<file path="config.mk">
export PLATFORM = sky130hd
export DESIGN_NAME = filtro_datapath_flat
export DESIGN_NICKNAME = d
export VERILOG_FILES = /design/src/rtl/filtro_datapath_if.sv /design/src/rtl/filtro_datapath.sv /design/src/flat_wrapper.sv
export SDC_FILE = /design/constraint.sdc
export NUM_CORES = 1
export LEC_CHECK = 0
export CORE_MARGIN = 2
export CORE_UTILIZATION = 54
export CTS_CLUSTER_SIZE = 8
export DETAILED_ROUTE_END_ITERATION = 10
export PLACE_DENSITY = 0.8
export SETUP_SLACK_MARGIN = 0.1
export SLEW_MARGIN = 20
export SYNTH_ARGS = -nofsm -noshare
export SYNTH_HDL_FRONTEND = slang
export SYNTH_SLANG_ARGS = --single-unit
</file>
<file path="constraint.sdc">
create_clock -name clk -period 4.15 [get_ports clk]
set_clock_uncertainty 0.15 [all_clocks]
set_input_delay 0.83 -clock clk [delete_from_list [all_inputs] [get_ports clk]]
set_output_delay 0.83 -clock clk [all_outputs]
set_load 0.05 [all_outputs]
</file>
<file path="src/rtl/filtro_datapath_if.sv">
// ----------------------------------------------------------------------------
// filtro_datapath_if
// Bundles the controller-to-datapath select bus and the sample in/out lines.
//   master : filter control FSM side (drives selects, receives y_out/y_valid)
//   slave  : filtro_datapath side
// Signals:
//   Bandera    new-sample strobe, x_in captured while high
//   x_in       signed input sample
//   sel_const  coefficient select (0..4 -> C0..C4, 5..7 -> 0)
//   sel_fun    operand select (00 x0, 01 x1, 10 y1, 11 y2)
//   sel_acum   accumulator op (00 hold, 01 load, 10 add, 11 clear)
//   SH_R       shift input delay line
//   Band_Listo end of sample period, commit output
//   y_out      registered filtered sample
//   y_valid    one-cycle strobe, y_out updated
// ----------------------------------------------------------------------------
interface filtro_datapath_if #(
   parameter int DATA_W = 16
);
   logic                     Bandera;
   logic signed [DATA_W-1:0] x_in;
   logic [2:0]               sel_const;
   logic [1:0]               sel_fun;
   logic [1:0]               sel_acum;
   logic                     SH_R;
   logic                     Band_Listo;
   logic signed [DATA_W-1:0] y_out;
   logic                     y_valid;

   modport master (
      output Bandera, x_in, sel_const, sel_fun, sel_acum, SH_R, Band_Listo,
      input  y_out, y_valid
   );

   modport slave (
      input  Bandera, x_in, sel_const, sel_fun, sel_acum, SH_R, Band_Listo,
      output y_out, y_valid
   );
endinterface

</file>
<file path="src/rtl/filtro_datapath.sv">
// ----------------------------------------------------------------------------
// filtro_datapath
// Arithmetic datapath of the fixed-point IIR filter. Holds the input taps
// (x0, x1), output taps (y1, y2) and the product accumulator. Each cycle the
// controller picks an operand and a coefficient; their product is loaded,
// added or ignored by sel_acum. On Band_Listo the next accumulator value is
// rounded half-up, saturated to DATA_W and committed to y_out / y1, with y2
// taking the old y1, and y_valid pulses on the following cycle.
// Ports:
//   clk    rising-edge clock
//   reset  asynchronous active-high, clears every register
//   bus    filtro_datapath_if.slave (selects, x_in, y_out, y_valid)
// ----------------------------------------------------------------------------
module filtro_datapath #(
   parameter int                       DATA_W = 16,
   parameter int                       FRAC   = 8,
   parameter int                       ACC_W  = 40,
   parameter logic signed [DATA_W-1:0] C0     = '0,
   parameter logic signed [DATA_W-1:0] C1     = '0,
   parameter logic signed [DATA_W-1:0] C2     = '0,
   parameter logic signed [DATA_W-1:0] C3     = '0,
   parameter logic signed [DATA_W-1:0] C4     = '0
) (
   input  logic               clk,
   input  logic               reset,
   filtro_datapath_if.slave   bus
);

   localparam int PROD_W = 2 * DATA_W;
   // One guard bit so the rounding bias can never wrap the accumulator value.
   localparam int RND_W  = ACC_W + 1;

   logic signed [DATA_W-1:0] x0, x1, y1, y2;
   logic signed [ACC_W-1:0]  acc;
   logic signed [DATA_W-1:0] y_out_r;
   logic                     y_valid_r;

   logic signed [DATA_W-1:0] coef_p0;
   logic signed [DATA_W-1:0] oper_p0;
   logic signed [PROD_W-1:0] prod_full_p0;
   logic signed [ACC_W-1:0]  prod_p0;
   logic signed [ACC_W-1:0]  acc_next_p0;
   logic signed [DATA_W-1:0] y_new_p0;

   // (v + 2^(FRAC-1)) >>> FRAC, computed one bit wider than the accumulator.
   function automatic logic signed [RND_W-1:0] round_half_up(
      input logic signed [ACC_W-1:0] v
   );
      logic signed [RND_W-1:0] ext;
      logic signed [RND_W-1:0] half;
      logic signed [RND_W-1:0] sum;
      ext           = {v[ACC_W-1], v};
      half          = '0;
      half[FRAC-1]  = 1'b1;
      sum           = ext + half;
      return sum >>> FRAC;
   endfunction

   // Clamp to the DATA_W signed range: in range iff all bits above the
   // result sign bit agree with it.
   function automatic logic signed [DATA_W-1:0] saturate(
      input logic signed [RND_W-1:0] v
   );
      if ((&v[RND_W-1:DATA_W-1]) || (~|v[RND_W-1:DATA_W-1]))
         return v[DATA_W-1:0];
      else if (v[RND_W-1])
         return {1'b1, {(DATA_W-1){1'b0}}};
      else
         return {1'b0, {(DATA_W-1){1'b1}}};
   endfunction

   // ---- stage p0: operand/coefficient select, multiply, accumulate, round
   always_comb begin
      coef_p0 = '0;
      case (bus.sel_const)
         3'd0:    coef_p0 = C0;
         3'd1:    coef_p0 = C1;
         3'd2:    coef_p0 = C2;
         3'd3:    coef_p0 = C3;
         3'd4:    coef_p0 = C4;
         default: coef_p0 = '0;
      endcase
   end

   always_comb begin
      oper_p0 = x0;
      case (bus.sel_fun)
         2'b00: oper_p0 = x0;
         2'b01: oper_p0 = x1;
         2'b10: oper_p0 = y1;
         2'b11: oper_p0 = y2;
         default: oper_p0 = x0;
      endcase
   end

   assign prod_full_p0 = PROD_W'(oper_p0) * PROD_W'(coef_p0);
   assign prod_p0      = {{(ACC_W-PROD_W){prod_full_p0[PROD_W-1]}}, prod_full_p0};

   always_comb begin
      acc_next_p0 = acc;
      case (bus.sel_acum)
         2'b00: acc_next_p0 = acc;
         2'b01: acc_next_p0 = prod_p0;
         2'b10: acc_next_p0 = acc + prod_p0;  // wraps at ACC_W by design
         2'b11: acc_next_p0 = '0;
         default: acc_next_p0 = acc;
      endcase
   end

   // The commit sees acc_next so the product of the Band_Listo cycle counts.
   assign y_new_p0 = saturate(round_half_up(acc_next_p0));

   // ---- stage p1: registered state and outputs
   always_ff @(posedge clk or posedge reset) begin
      if (reset) begin
         x0        <= '0;
         x1        <= '0;
         y1        <= '0;
         y2        <= '0;
         acc       <= '0;
         y_out_r   <= '0;
         y_valid_r <= 1'b0;
      end else begin
         acc <= acc_next_p0;
         if (bus.Bandera)
            x0 <= bus.x_in;
         if (bus.SH_R)
            x1 <= x0;
         if (bus.Band_Listo) begin
            y_out_r <= y_new_p0;
            y1      <= y_new_p0;
            y2      <= y1;
         end
         y_valid_r <= bus.Band_Listo;
      end
   end

   assign bus.y_out   = y_out_r;
   assign bus.y_valid = y_valid_r;

endmodule

</file>
<file path="src/flat_wrapper.sv">
// flat-port wrapper written by rule: the top's interface ports become plain ports
module filtro_datapath_flat 
#(
   parameter int                       DATA_W = 16,
   parameter int                       FRAC   = 8,
   parameter int                       ACC_W  = 40,
   parameter logic signed [DATA_W-1:0] C0     = '0,
   parameter logic signed [DATA_W-1:0] C1     = '0,
   parameter logic signed [DATA_W-1:0] C2     = '0,
   parameter logic signed [DATA_W-1:0] C3     = '0,
   parameter logic signed [DATA_W-1:0] C4     = '0
)
  (clk, reset, bus_Bandera, bus_x_in, bus_sel_const, bus_sel_fun, bus_sel_acum, bus_SH_R, bus_Band_Listo, bus_y_out, bus_y_valid);
  filtro_datapath_if #(.DATA_W(DATA_W)) bus_i ();
  input  logic clk;
  input  logic reset;
  input wire logic [$bits(bus_i.Bandera)-1:0] bus_Bandera;
  input wire logic [$bits(bus_i.x_in)-1:0] bus_x_in;
  input wire logic [$bits(bus_i.sel_const)-1:0] bus_sel_const;
  input wire logic [$bits(bus_i.sel_fun)-1:0] bus_sel_fun;
  input wire logic [$bits(bus_i.sel_acum)-1:0] bus_sel_acum;
  input wire logic [$bits(bus_i.SH_R)-1:0] bus_SH_R;
  input wire logic [$bits(bus_i.Band_Listo)-1:0] bus_Band_Listo;
  output wire logic [$bits(bus_i.y_out)-1:0] bus_y_out;
  output wire logic [$bits(bus_i.y_valid)-1:0] bus_y_valid;
  assign bus_i.Bandera = bus_Bandera;
  assign bus_i.x_in = bus_x_in;
  assign bus_i.sel_const = bus_sel_const;
  assign bus_i.sel_fun = bus_sel_fun;
  assign bus_i.sel_acum = bus_sel_acum;
  assign bus_i.SH_R = bus_SH_R;
  assign bus_i.Band_Listo = bus_Band_Listo;
  assign bus_y_out = bus_i.y_out;
  assign bus_y_valid = bus_i.y_valid;
  filtro_datapath #(.DATA_W(DATA_W), .FRAC(FRAC), .ACC_W(ACC_W), .C0(C0), .C1(C1), .C2(C2), .C3(C3), .C4(C4)) u_core (.clk(clk), .reset(reset), .bus(bus_i));
endmodule
</file>
Word-level counts from Yosys, hierarchy flattened. Cells that the tools add are included.

Register bits: 57. Input port bits: 28. Output and inout port bits: 17. Logic and storage cells: 17.

Add/subtract/negate cells: 1. Eq/ne operators: 3. Muxes and demuxes: 3. Reductions and logical operators: 7.

Operators by type and width (count): 40-bit one-hot mux with 2 select lines (1); 40-bit by 9-bit adder with 41-bit output, second input constant (1); 16-bit 2-to-1 mux (2); 18-bit AND reduction (1); 18-bit OR reduction (1); 2-bit equality test, second input constant (2); 2-bit OR reduction (2); 2-bit by 1-bit equality test with 1-bit output, second input constant (1); 2-bit logical NOT (1); 1-bit logical NOT (1); 1-bit logical OR (1).

Logic depth before layout (Yosys ltp).
Word-level depth: 8. Depth in mapped cells: 12. Depth with buffers taken out: 9.

Least setup slack after synthesis. OpenSTA, ideal clock, no wires.

Kind: in2reg. Start: input port bus_sel_acum[0]. End: register u_core.y_out_r[10] (netlist: u_core.bus.y_out[10]). Setup time: 135 ps. Arrival time: 3216 ps. Data required time: 3865 ps. Path slack: 649 ps. Stages on the path: 11. Path buffers: 3. Path through: nand3b_4 -> or4_1 -> buf_2 -> or3_4 -> o22ai_1 -> nand4_1 -> or4b_1 -> buf_2 -> buf_6 -> a21oi_1 -> o22ai_1.

Longest elaborated chain between the ends: 8. Elaborated cells between the ends (all ways): 14. Classes of those cells: add/sub (1); eq/ne (3); mux (3); reduce/logical (7).

Ends and longest elaborated chain: start: declaration (line flat_wrapper.sv:21) `input wire logic [$bits(bus_i.sel_acum)-1:0] bus_sel_acum;`; 2-bit by 1-bit equality test with 1-bit output (tied with other cells) (line filtro_datapath.sv:101) `case (bus.sel_acum)`; 2-bit OR reduction (no source line); 40-bit one-hot mux with 2 select lines * (line filtro_datapath.sv:101); 40-bit by 9-bit adder with 41-bit output * (line filtro_datapath.sv:55) `sum = ext + half;`; 18-bit OR reduction (line filtro_datapath.sv:64) `if ((&v[RND_W-1:DATA_W-1]) || (~|v[RND_W-1:DATA_W-1]))`; 1-bit logical NOT (line filtro_datapath.sv:64); 1-bit logical OR (line filtro_datapath.sv:64); 16-bit 2-to-1 mux * (line filtro_datapath.sv:64); end signal: assignment (line filtro_datapath.sv:130) `y_out_r <= y_new_p0;`; end: declaration (line filtro_datapath.sv:35) `logic signed [DATA_W-1:0] y_out_r;`.

Mark *: on every way between the ends. The rest lies on a longest branch, timed or not. A chain may end at the register's enable or synchronous reset.

Worst setup path after layout.
Start: input port bus_sel_acum[0]. End: register u_core.y_out_r[0] (netlist: u_core.bus.y_out[0]).

Longest elaborated chain between the ends: 8. Elaborated cells between the ends (all ways): 14. Classes of those cells: add/sub (1); eq/ne (3); mux (3); reduce/logical (7).

Ends and longest elaborated chain: 2-bit by 1-bit equality test with 1-bit output (tied with other cells) (line filtro_datapath.sv:101); 2-bit OR reduction (no source line); 40-bit one-hot mux with 2 select lines * (line filtro_datapath.sv:101); net u_core.acc_next_p0[21] (line filtro_datapath.sv:42) `logic signed [ACC_W-1:0] acc_next_p0;`; 40-bit by 9-bit adder with 41-bit output * (line filtro_datapath.sv:55); 18-bit OR reduction (line filtro_datapath.sv:64); 1-bit logical NOT (line filtro_datapath.sv:64); 1-bit logical OR (line filtro_datapath.sv:64); 16-bit 2-to-1 mux * (line filtro_datapath.sv:64).

Mark *: on every way through the listed nets, which the timed path passes. The rest lies on a longest branch.

==> results.yml <==
die:
  fp.dieH_um: 76.8
  fp-row-count: 26
  io_pins: 45
  die_x_um: 76.8
  start_util_pct: 56.1
  die_area_um2: 5900
  placeableCoreArea_um2: 5110
synthesis:
  synth_simple_gate_area_share_pct: 32.1
  synth.yosys.seq_area_share_pct: 43.7
  synth_flop_cell: "dfrtp_1"
  synth-xor-area-share_pct: 7.65
  synth_edf_count: 0
  synthMuxAreaShare_pct: 0.350
  synthArstFlopShare_pct: 100
  synth_top_cells_by_count: "dfrtp_1, nor2b_1, inv_1, nand2_1, o22ai_1"
  synth-adder-area-share_pct: 0
  ys.warnings.count: 0
  yosys_register_bits: 50
  avgSynthCellArea_um2: 9.23
  yosysMostFrequentCell: "dfrtp_1"
  synth_compound_area_share_pct: 10.5
  synth.top_cells.by_area: "dfrtp_1, nor2b_1, xnor2_1, xor2_1, o22ai_1"
  synth_top_area_cell: "dfrtp_1"
  synth_top_family_by_area: "simple AND/OR/NAND/NOR gates"
  synth_cell_types: 48
  syn-num-nets: 338
  synthesis.area_um2: 2860
  synth_top_cell_area_share_pct: 43.7
  syn_inst: 310
timing:
  timing.final.max_slew_violations: 0
  worst_slack_ns: 0.225
  timing.fmax_mhz: 255
  hold_viol: 0
  rsz0062_at_grt: "false"
  setup_viol: 0
  max_slew.worst_pin.slew_ns: 0.843
  layout_min_cycle_time_ns: 3.92
  hold_ws_ns: 0.382
  maxSlewHeadroom_pct: 43.7
  fin_setup_tns_ns: 0
  min_period_over_period_pct: 94.6
clock_tree:
  postCtsSetupRepairBufs: 0
  clock_path_buffers: 2
  htreeDepth: 2
  path_clk_slew_ns: 0.09
  cts.sinks: 50
  cts_tree: "done"
  cts-root-buf: "clkbuf_8"
  insertion_delay_ns: 0.31
  cts_buffers: 5
worst_setup_path:
  worstPathArrival_ns: 3.99
  cp_common_cell: "buf_4"
  critPathRequiredTime_ns: 4.21
  slowest_stage: "clkdlybuf4s50_1"
  cp-start-kind: "input pin"
  cp_slowest_stage_delay_ns: 0.51
  crit_type: "input pin to flop"
  crit_chain: "clkdlybuf4s50_1, buf_4, nor2b_2, or3b_4, o31a_1, nor4_1, nand3_1, or4b_1, buf_4, and2_4, o221ai_1"
  end_kind: "flop"
  path_max_fanout: 15
routing:
  routedLengthMet1_mm: 3.26
  route.vias.total: 2482
  firstDrtPassIters: 4
  highest-signal-layer: "met4"
  vias_per_cell: 5.92
  routed_wl_mm: 7.01
  ant_nets: 0
  drtIter0Drc: 189
  routed-wl-met2_mm: 3.26
  wl_per_cell_um: 16.7
  wl_met3_um: 357
  drc_errors: 0
outcome:
  outcome: "complete, no violations"
global_routing:
  antenna_found_initial: 0
  grtUsageTotal_pct: 25.1
  grt_pass1_vias: 2364
  grt_pass1_wl_mm: 11.9
  grt_max_degree: 51
  gr-total-overflow: 0
placed_design:
  port_buffers: 20
  dpl_worst_slack_ns: -0.112
  globalplace.congestion: 0.958
  post_dp_cell_area_um2: 3300
  hpwl_mm: 5.11
finish:
  num_antenna_cells: 0
  synthToLayoutAreaGrowth_pct: 19.4
  postLayoutCellArea_um2: 3420
  drive_gt1_share_pct: 14.0
  layout.nets: 376
min_path:
  hold_path_class: "flop to flop"
power:
  clkPwrFrac_pct: 35.9
  internal_power_uw: 633
  p_sw_share_pct: 22.5
  leakage_nw: 1.44
  seq_power_share_pct: 59.6
  p_sw_uw: 184
  power_uw: 817
  irDropWorstVdd_mv: 0.147
  p_comb_share_pct: 4.5
  power_density_nw_per_um2: 239
run:
  drv_cap: 0
## cell usage in the layout (no fill, tap or decap), types with 4 or more instances in the layout
cell and instances:
and3_1 5, nand2_1 15, buf_4 28, clkbuf_8 6, nand2b_1 5, a21oi_1 14
nor4_1 10, and3b_1 4, xnor2_1 13, inv_1 21, nor2b_1 29, dfrtp_1 50
nand3_1 14, nor3_1 4, nand3b_1 4, nand4_1 14, xor2_1 12, clkdlybuf4s50_1 20
nor2_1 12, nand4b_1 4, o22ai_1 15
## worst max-delay path: cells and delay by family
family,cells,cell delay [ns]
simple gates,6,1.69
buf+inv,3,0.94
compound gates,2,0.50
## what timing repair did
action                     4_1_cts  5_1_grt
gates resized for setup          0        7
setup endpoints to repair        0       15
hold buffers                     0        0
## through the flow
| step | util (%) | std cells |
|---|---|---|
| detailed placement | 64.6 | 411 |
| global route | 67.0 | 419 |
| finish | 67.0 | 419 |
| global placement | 64.6 | 411 |
| floorplan | - | 310 |
| CTS | 66.5 | 419 |
## path summary, 6_finish.rpt
path	startpoint	endpoint	slack [ns]	depth (start not counted)
worst min register to register	u_core.bus.y_out[10]$_DFFE_PP0P_	u_core.bus.y_out[10]$_DFFE_PP0P_	0.38	2
worst max-delay path	bus_sel_acum[0]	u_core.bus.y_out[0]$_DFFE_PP0P_	0.23	11
worst max register to register	u_core.acc[7]$_DFF_PP0_	u_core.bus.y_out[0]$_DFFE_PP0P_	0.89	9
min in group asynchronous	reset	u_core.bus.y_out[10]$_DFFE_PP0P_	0.83	2
worst min-delay path	u_core.bus.y_out[10]$_DFFE_PP0P_	u_core.bus.y_out[10]$_DFFE_PP0P_	0.38	2
max in group asynchronous	reset	u_core.acc[30]$_DFF_PP0_	2.51	2
## cell families (layout without fill, tap and decap cells)
logic type | count (synthesis) | in the layout
multiplexers | 1 | 1
AO/OA/AOI/OAI | 46 | 46
flip-flops | 50 | 50
buffers and inverters | 40 | 79
AND/OR/NAND/NOR | 148 | 148
XOR/XNOR | 25 | 25
## per-layer routing
layer | vias up | track usage (%)
li1 | 1181 | -
met1 | 1203 | 36.6
met2 | 84 | 38.9
met3 | 14 | 3.65
met4 | 0 | 7.64
met5 | - | 0
## power by group through the flow
stage	clock, mW	sequential (mW)	combinational, mW
floorplan	0	0.499	0.0202
global placement	0	0.497	0.0363
detailed placement	0	0.497	0.0371
CTS	0.304	0.487	0.0373
global route	0.322	0.488	0.0409
finish	0.293	0.487	0.0366
## flip-flops by register name (all words and copies together) (netlist names)
name                count
u_core.bus.y_out       16
u_core.bus.y_valid      1
u_core.acc             33
## cell type report
type                       instances  area (um2)
timing repair buffer              49         430
fill                             441        1690
clock buffer                       6        82.6
clock inverter                     2        12.5
multi-input combinational        220        1470
inverter                          22        83.8
tap                               70        87.6
sequential                        50        1250
Power figures use the tool's default switching activity.
